`src/rtl/onehot_pkg.sv`:
```
// Shared types and constants for the one-hot line encoder and its result FIFO.
package onehot_pkg;

   localparam int NLINES = 16;
   localparam int IDX_W  = 4;

   localparam logic [1:0] ST_OK    = 2'b00;
   localparam logic [1:0] ST_NONE  = 2'b01;
   localparam logic [1:0] ST_MULTI = 2'b10;

   typedef struct packed {
      logic [IDX_W-1:0] index;
      logic [1:0]       status;
   } result_t;

endpackage

```
`src/rtl/onehot_enc_fifo.sv`:
```
// Small result FIFO holding encoded samples; head reads as zero when empty.
module onehot_enc_fifo
   import onehot_pkg::*;
#(
   parameter int DEPTH = 2
) (
   input  logic    clk,
   input  logic    rst_n,
   input  logic    push,
   input  logic    pop,
   input  result_t wr_data,
   output result_t rd_data,
   output logic    full,
   output logic    empty
);

   localparam int CNT_W = $clog2(DEPTH + 1);
   localparam int PTR_W = (DEPTH > 1) ? $clog2(DEPTH) : 1;

   result_t          mem [DEPTH];
   logic [PTR_W-1:0] wr_ptr;
   logic [PTR_W-1:0] rd_ptr;
   logic [CNT_W-1:0] count;
   logic             do_push;
   logic             do_pop;

   assign full    = (count == CNT_W'(DEPTH));
   assign empty   = (count == '0);
   assign do_push = push & ~full;
   assign do_pop  = pop & ~empty;
   assign rd_data = empty ? '0 : mem[rd_ptr];

   // Explicit wrap keeps non-power-of-two depths correct.
   function automatic logic [PTR_W-1:0] ptr_inc(input logic [PTR_W-1:0] p);
      return (p == PTR_W'(DEPTH - 1)) ? '0 : p + PTR_W'(1);
   endfunction

   always_ff @(posedge clk) begin
      if (do_push) mem[wr_ptr] <= wr_data;
   end

   always_ff @(posedge clk or negedge rst_n) begin
      if (!rst_n) begin
         wr_ptr <= '0;
         rd_ptr <= '0;
         count  <= '0;
      end else begin
         if (do_push) wr_ptr <= ptr_inc(wr_ptr);
         if (do_pop)  rd_ptr <= ptr_inc(rd_ptr);
         case ({do_push, do_pop})
            2'b10:   count <= count + CNT_W'(1);
            2'b01:   count <= count - CNT_W'(1);
            default: count <= count;
         endcase
      end
   end

endmodule

```
`src/rtl/onehot_index_encoder.sv`:
```
// Converts a 16-line decoder vector back to an index with OK/NONE/MULTI status, buffered.
// Optional error counter enabled by defining ONEHOT_ENC_ERRCNT_EN.
module onehot_index_encoder
   import onehot_pkg::*;
#(
   parameter int DEPTH = 2
) (
   input  logic              clk,
   input  logic              rst_n,
   input  logic              in_valid,
   output logic              in_ready,
   input  logic [NLINES-1:0] in_lines,
`ifdef ONEHOT_ENC_ERRCNT_EN
   input  logic              err_clr,
   output logic [7:0]        err_cnt,
`endif
   output logic              out_valid,
   input  logic              out_ready,
   output logic [IDX_W-1:0]  out_index,
   output logic [1:0]        out_status
);

   result_t enc;
   result_t head;
   logic    push;
   logic    pop;
   logic    full;
   logic    empty;

   // Lowest set bit wins, so scanning downward leaves the smallest index.
   always_comb begin
      enc.index  = '0;
      enc.status = ST_OK;
      for (int k = NLINES - 1; k >= 0; k--) begin
         if (in_lines[k]) enc.index = IDX_W'(k);
      end
      if (in_lines == '0)
         enc.status = ST_NONE;
      else if ((in_lines & (in_lines - NLINES'(1))) != '0)
         enc.status = ST_MULTI;
   end

   assign in_ready   = ~full;
   assign out_valid  = ~empty;
   assign push       = in_valid & in_ready;
   assign pop        = out_valid & out_ready;
   assign out_index  = head.index;
   assign out_status = head.status;

   onehot_enc_fifo #(.DEPTH(DEPTH)) u_fifo (
      .clk     (clk),
      .rst_n   (rst_n),
      .push    (push),
      .pop     (pop),
      .wr_data (enc),
      .rd_data (head),
      .full    (full),
      .empty   (empty)
   );

`ifdef ONEHOT_ENC_ERRCNT_EN
   always_ff @(posedge clk or negedge rst_n) begin
      if (!rst_n)
         err_cnt <= '0;
      else if (err_clr)
         err_cnt <= '0;
      else if (push && (enc.status != ST_OK) && (err_cnt != 8'hFF))
         err_cnt <= err_cnt + 8'd1;
   end
`endif

endmodule

```
`config.mk`:
```
export PLATFORM = sky130hd
export DESIGN_NAME = onehot_index_encoder
export DESIGN_NICKNAME = d
export VERILOG_FILES = /design/src/rtl/onehot_pkg.sv /design/src/rtl/onehot_enc_fifo.sv /design/src/rtl/onehot_index_encoder.sv
export SDC_FILE = /design/constraint.sdc
export NUM_CORES = 1
export LEC_CHECK = 0
export CORE_MARGIN = 5
export CORE_UTILIZATION = 30
export CTS_CLUSTER_DIAMETER = 60
export DETAILED_ROUTE_END_ITERATION = 10
export SETUP_SLACK_MARGIN = 0.2
export SLEW_MARGIN = 20
export SYNTH_ARGS = -nofsm -noshare
export SYNTH_HDL_FRONTEND = slang
export SYNTH_HIERARCHICAL = 1
export SYNTH_SLANG_ARGS = --single-unit
```
`constraint.sdc`:
```
create_clock -name clk -period 2.3 [get_ports clk]
set_input_delay 0.69 -clock clk [delete_from_list [all_inputs] [get_ports clk]]
set_output_delay 0.69 -clock clk [all_outputs]
set_load 0.1 [all_outputs]
```
==> run metrics <==
outcome=finished with violations; failing checks=negative setup slack; Core Area=between 3000 and 4000 um^2; Std-Cell Rows=20; Yosys Warn Count=6; Num Clock Sinks=16; Synth Area in Compound Gates=0.165; post-synthesis mux area share=0.0610; Die ar.=around 4500 um^2; Starting Density=0.317; Slew HR=0.719; layout cell share with drive strength beyond 1=0.390; Critical Path Sink Type=flip-flop; Area Overhead vs Synth=72.0%; clock slew at reported path FFs=about 0.090 ns; Yosys top cell by area=edfxtp_1; CTS H-tree lvls=1; Net Sw Frac=0.503; # setup viols final=2; number of global-route vias before repair=960; first-pass GRT wire length=3.93 mm; ANT cells=0; sequential share of power=0.221; combinational family with the most area after synthesis=simple AND/OR/NAND/NOR gates; cell total after placement=194; Startpoint Class=input pin; Switch Pwr=about 1100 uW; DRT antenna net count=0; syn_area_per_cell=9.95 um^2; Remaining DRCs=0; post-route minimum period=around 2.3 ns; Die Y=roughly 67 um; Crit Path Max Fanout=2; commonest non-fill, non-tap cell in the layout=buf_4; Hold WC Path Type=flip-flop to flip-flop; CTS Buf Count=3; most frequent cells in the layout=buf_4, clkdlybuf4s50_1, edfxtp_1, inv_1, buf_12; vias after detailed routing=roughly 960; dpl hpwl=between 1.5 and 2 mm; RSZ-0062 raised after global routing=yes; post-route worst setup slack=-0.0487 ns; Synth area leaders=edfxtp_1, dfrtp_1, mux2i_1; Netlist cell types=36; f_max=around 430 MHz; Tot Pwr=~2200 uW; Clock Power Share=0.078; CTS tree=done; Hold Buf Count CTS=0; nets=176; Post-Synth Simple-Gate Area=0.198; total leakage power=0.000671 uW; max-cap violation count=0; total track usage=0.108; Total Wirelength=between 2 and 2.5 mm; Pre-Repair DR Iteration Count=4; DR iter-0 viols=46; antenna violations before repair=0; Max clock buf depth=2; final hold vios=0; share of the synthesized area in the top cell type=0.366; Worst EP arrival=2.35 ns; Power Density=1330 nW/um^2; worst skew pair latency=0.27 ns; combinational share of power=0.701; Die Wd=approximately 67 um; syn nets=120; Post-Syn Area=slightly below 1000 um^2; port bufs=27; max-slew violation count=0; DR vias/cell=roughly 4.9; RD Place Congestion=about 0.9; setup TNS=-0.0900 ns; xor and xnor fraction of the mapped netlist area=0.0445; Synth Area in Adders=0.0241; Max VDD drop=around 0.43 mV; Root Buffer=clkbuf_4; Mapped Cells=99; Slew @ Worst Pin=about 0.42 ns; clk_skew=about 0.0052 ns; io pins=28; Critical Path RT=2.30 ns; WL/cell=12.0 um; flops & latches, synth=16; sequential share of the synthesized area=0.468; cell internal pwr=around 1100 uW; Final period util=1.02; critical path type=input pin to flip-flop; Remaining Overflow, GRT=0; pin count of the biggest net entering global routing=10; FILL cells=310; post-route insts no fill=slightly below 200
state kept, by name (all words and copies together) (netlist names):
register and flops:
u_fifo/count 2, u_fifo/wr_ptr 1, u_fifo/mem 12, u_fifo/rd_ptr 1
per-layer routing:
metal / share of wire / vias up / wire, um / global-route usage
li1: - / 481 / - / -
met1: 0.43 / 455 / 1030 / 0.128
met2: 0.52 / 23 / 1230 / 0.200
met3: 0.046 / 2 / 110 / 0.0216
met4: 0.0034 / 0 / 8 / 0.0253
met5: 0 / - / 0 / 0
path summary, 6_finish.rpt:
kind                                      start          endpoint  slack [ns]  depth (start not counted)
worst max-delay path                in_lines[2]  u_fifo/mem[1][1]       -0.05                          6
worst min-delay path              u_fifo/wr_ptr     u_fifo/wr_ptr        0.50                          1
worst max register to register  u_fifo/count[0]   u_fifo/count[1]        0.65                          7
worst min register to register    u_fifo/wr_ptr     u_fifo/wr_ptr        0.50                          1
max in group asynchronous                 rst_n     u_fifo/rd_ptr        1.53                          1
min in group asynchronous                 rst_n     u_fifo/wr_ptr        0.60                          1
worst max-delay path, stage by stage:
cell and delay (ns):
buf_6 0.09, or4_4 0.53, or4_4 0.42, maj3_2 0.32
nor3b_2 0.17, nand4_1 0.13
cells in the mapped netlist, drive strengths merged:
library cell	n
edfxtp	12
or4	2
inv	9
buf	1
o21bai	1
a31oi	1
nand4	2
and3	1
a211oi	1
nor2	15
o21a	1
nor3b	1
nor4	3
o31a	1
xnor2	3
o2111ai	1
o32ai	1
dfrtp	4
ha	1
nand2b	2
mux2i	6
o22ai	1
o31ai	2
a222oi	1
o32a	1
o21ai	5
maj3	1
nor2b	3
a21oi	6
a2111oi	1
nor3	2
xor2	2
nand2	5
timing repair:
action | 4_1_cts | 5_1_grt
pin swaps | 4 | 5
endpoints found under the setup margin | 9 | 12
hold endpoints to repair | 0 | 0
resized for setup | 18 | 9
buffers inserted | 0 | 0
power by group through the flow:
stage               combinational, uW  sequential, uW  clock (uW)
global placement                 1560             491           0
finish                           1570             496         175
detailed placement               1580             492           0
global route                     1640             507         193
floorplan                        1030             452           0
CTS                              1580             496         182
cells by family after synthesis:
logic type / after synthesis
muxes: 6
xor gates and xnor gates: 5
and+or+nand+nor: 36
AOI/OAI and AO/OA: 24
adders and majority gates: 2
DFF: 16
buffers and inverters: 10
final cells by class:
cell class | count | area [um^2] | area share
Sequential cell | 16 | 463 | 0.273
Inverter | 9 | 33.8 | 0.0199
Tap cell | 44 | 55.1 | 0.0325
Clock buffer | 4 | 36.3 | 0.0214
Timing Repair Buffer | 52 | 543 | 0.321
Multi-Input combinational cell | 73 | 563 | 0.332
through the flow:
| stage | utilization | area (um^2) | worst slack, ns | hold WS (ns) |
|---|---|---|---|---|
| floorplan | - | 1020 | -0.183 | 0.394 |
| global placement | 0.524 | 1630 | -0.664 | 0.480 |
| detailed placement | 0.524 | 1630 | -0.700 | 0.486 |
| CTS | 0.536 | 1660 | -0.112 | 0.499 |
| global route | 0.546 | 1690 | -0.0995 | 0.536 |
| finish | 0.546 | 1690 | -0.0487 | 0.498 |
(Power assumes the default switching activity.)
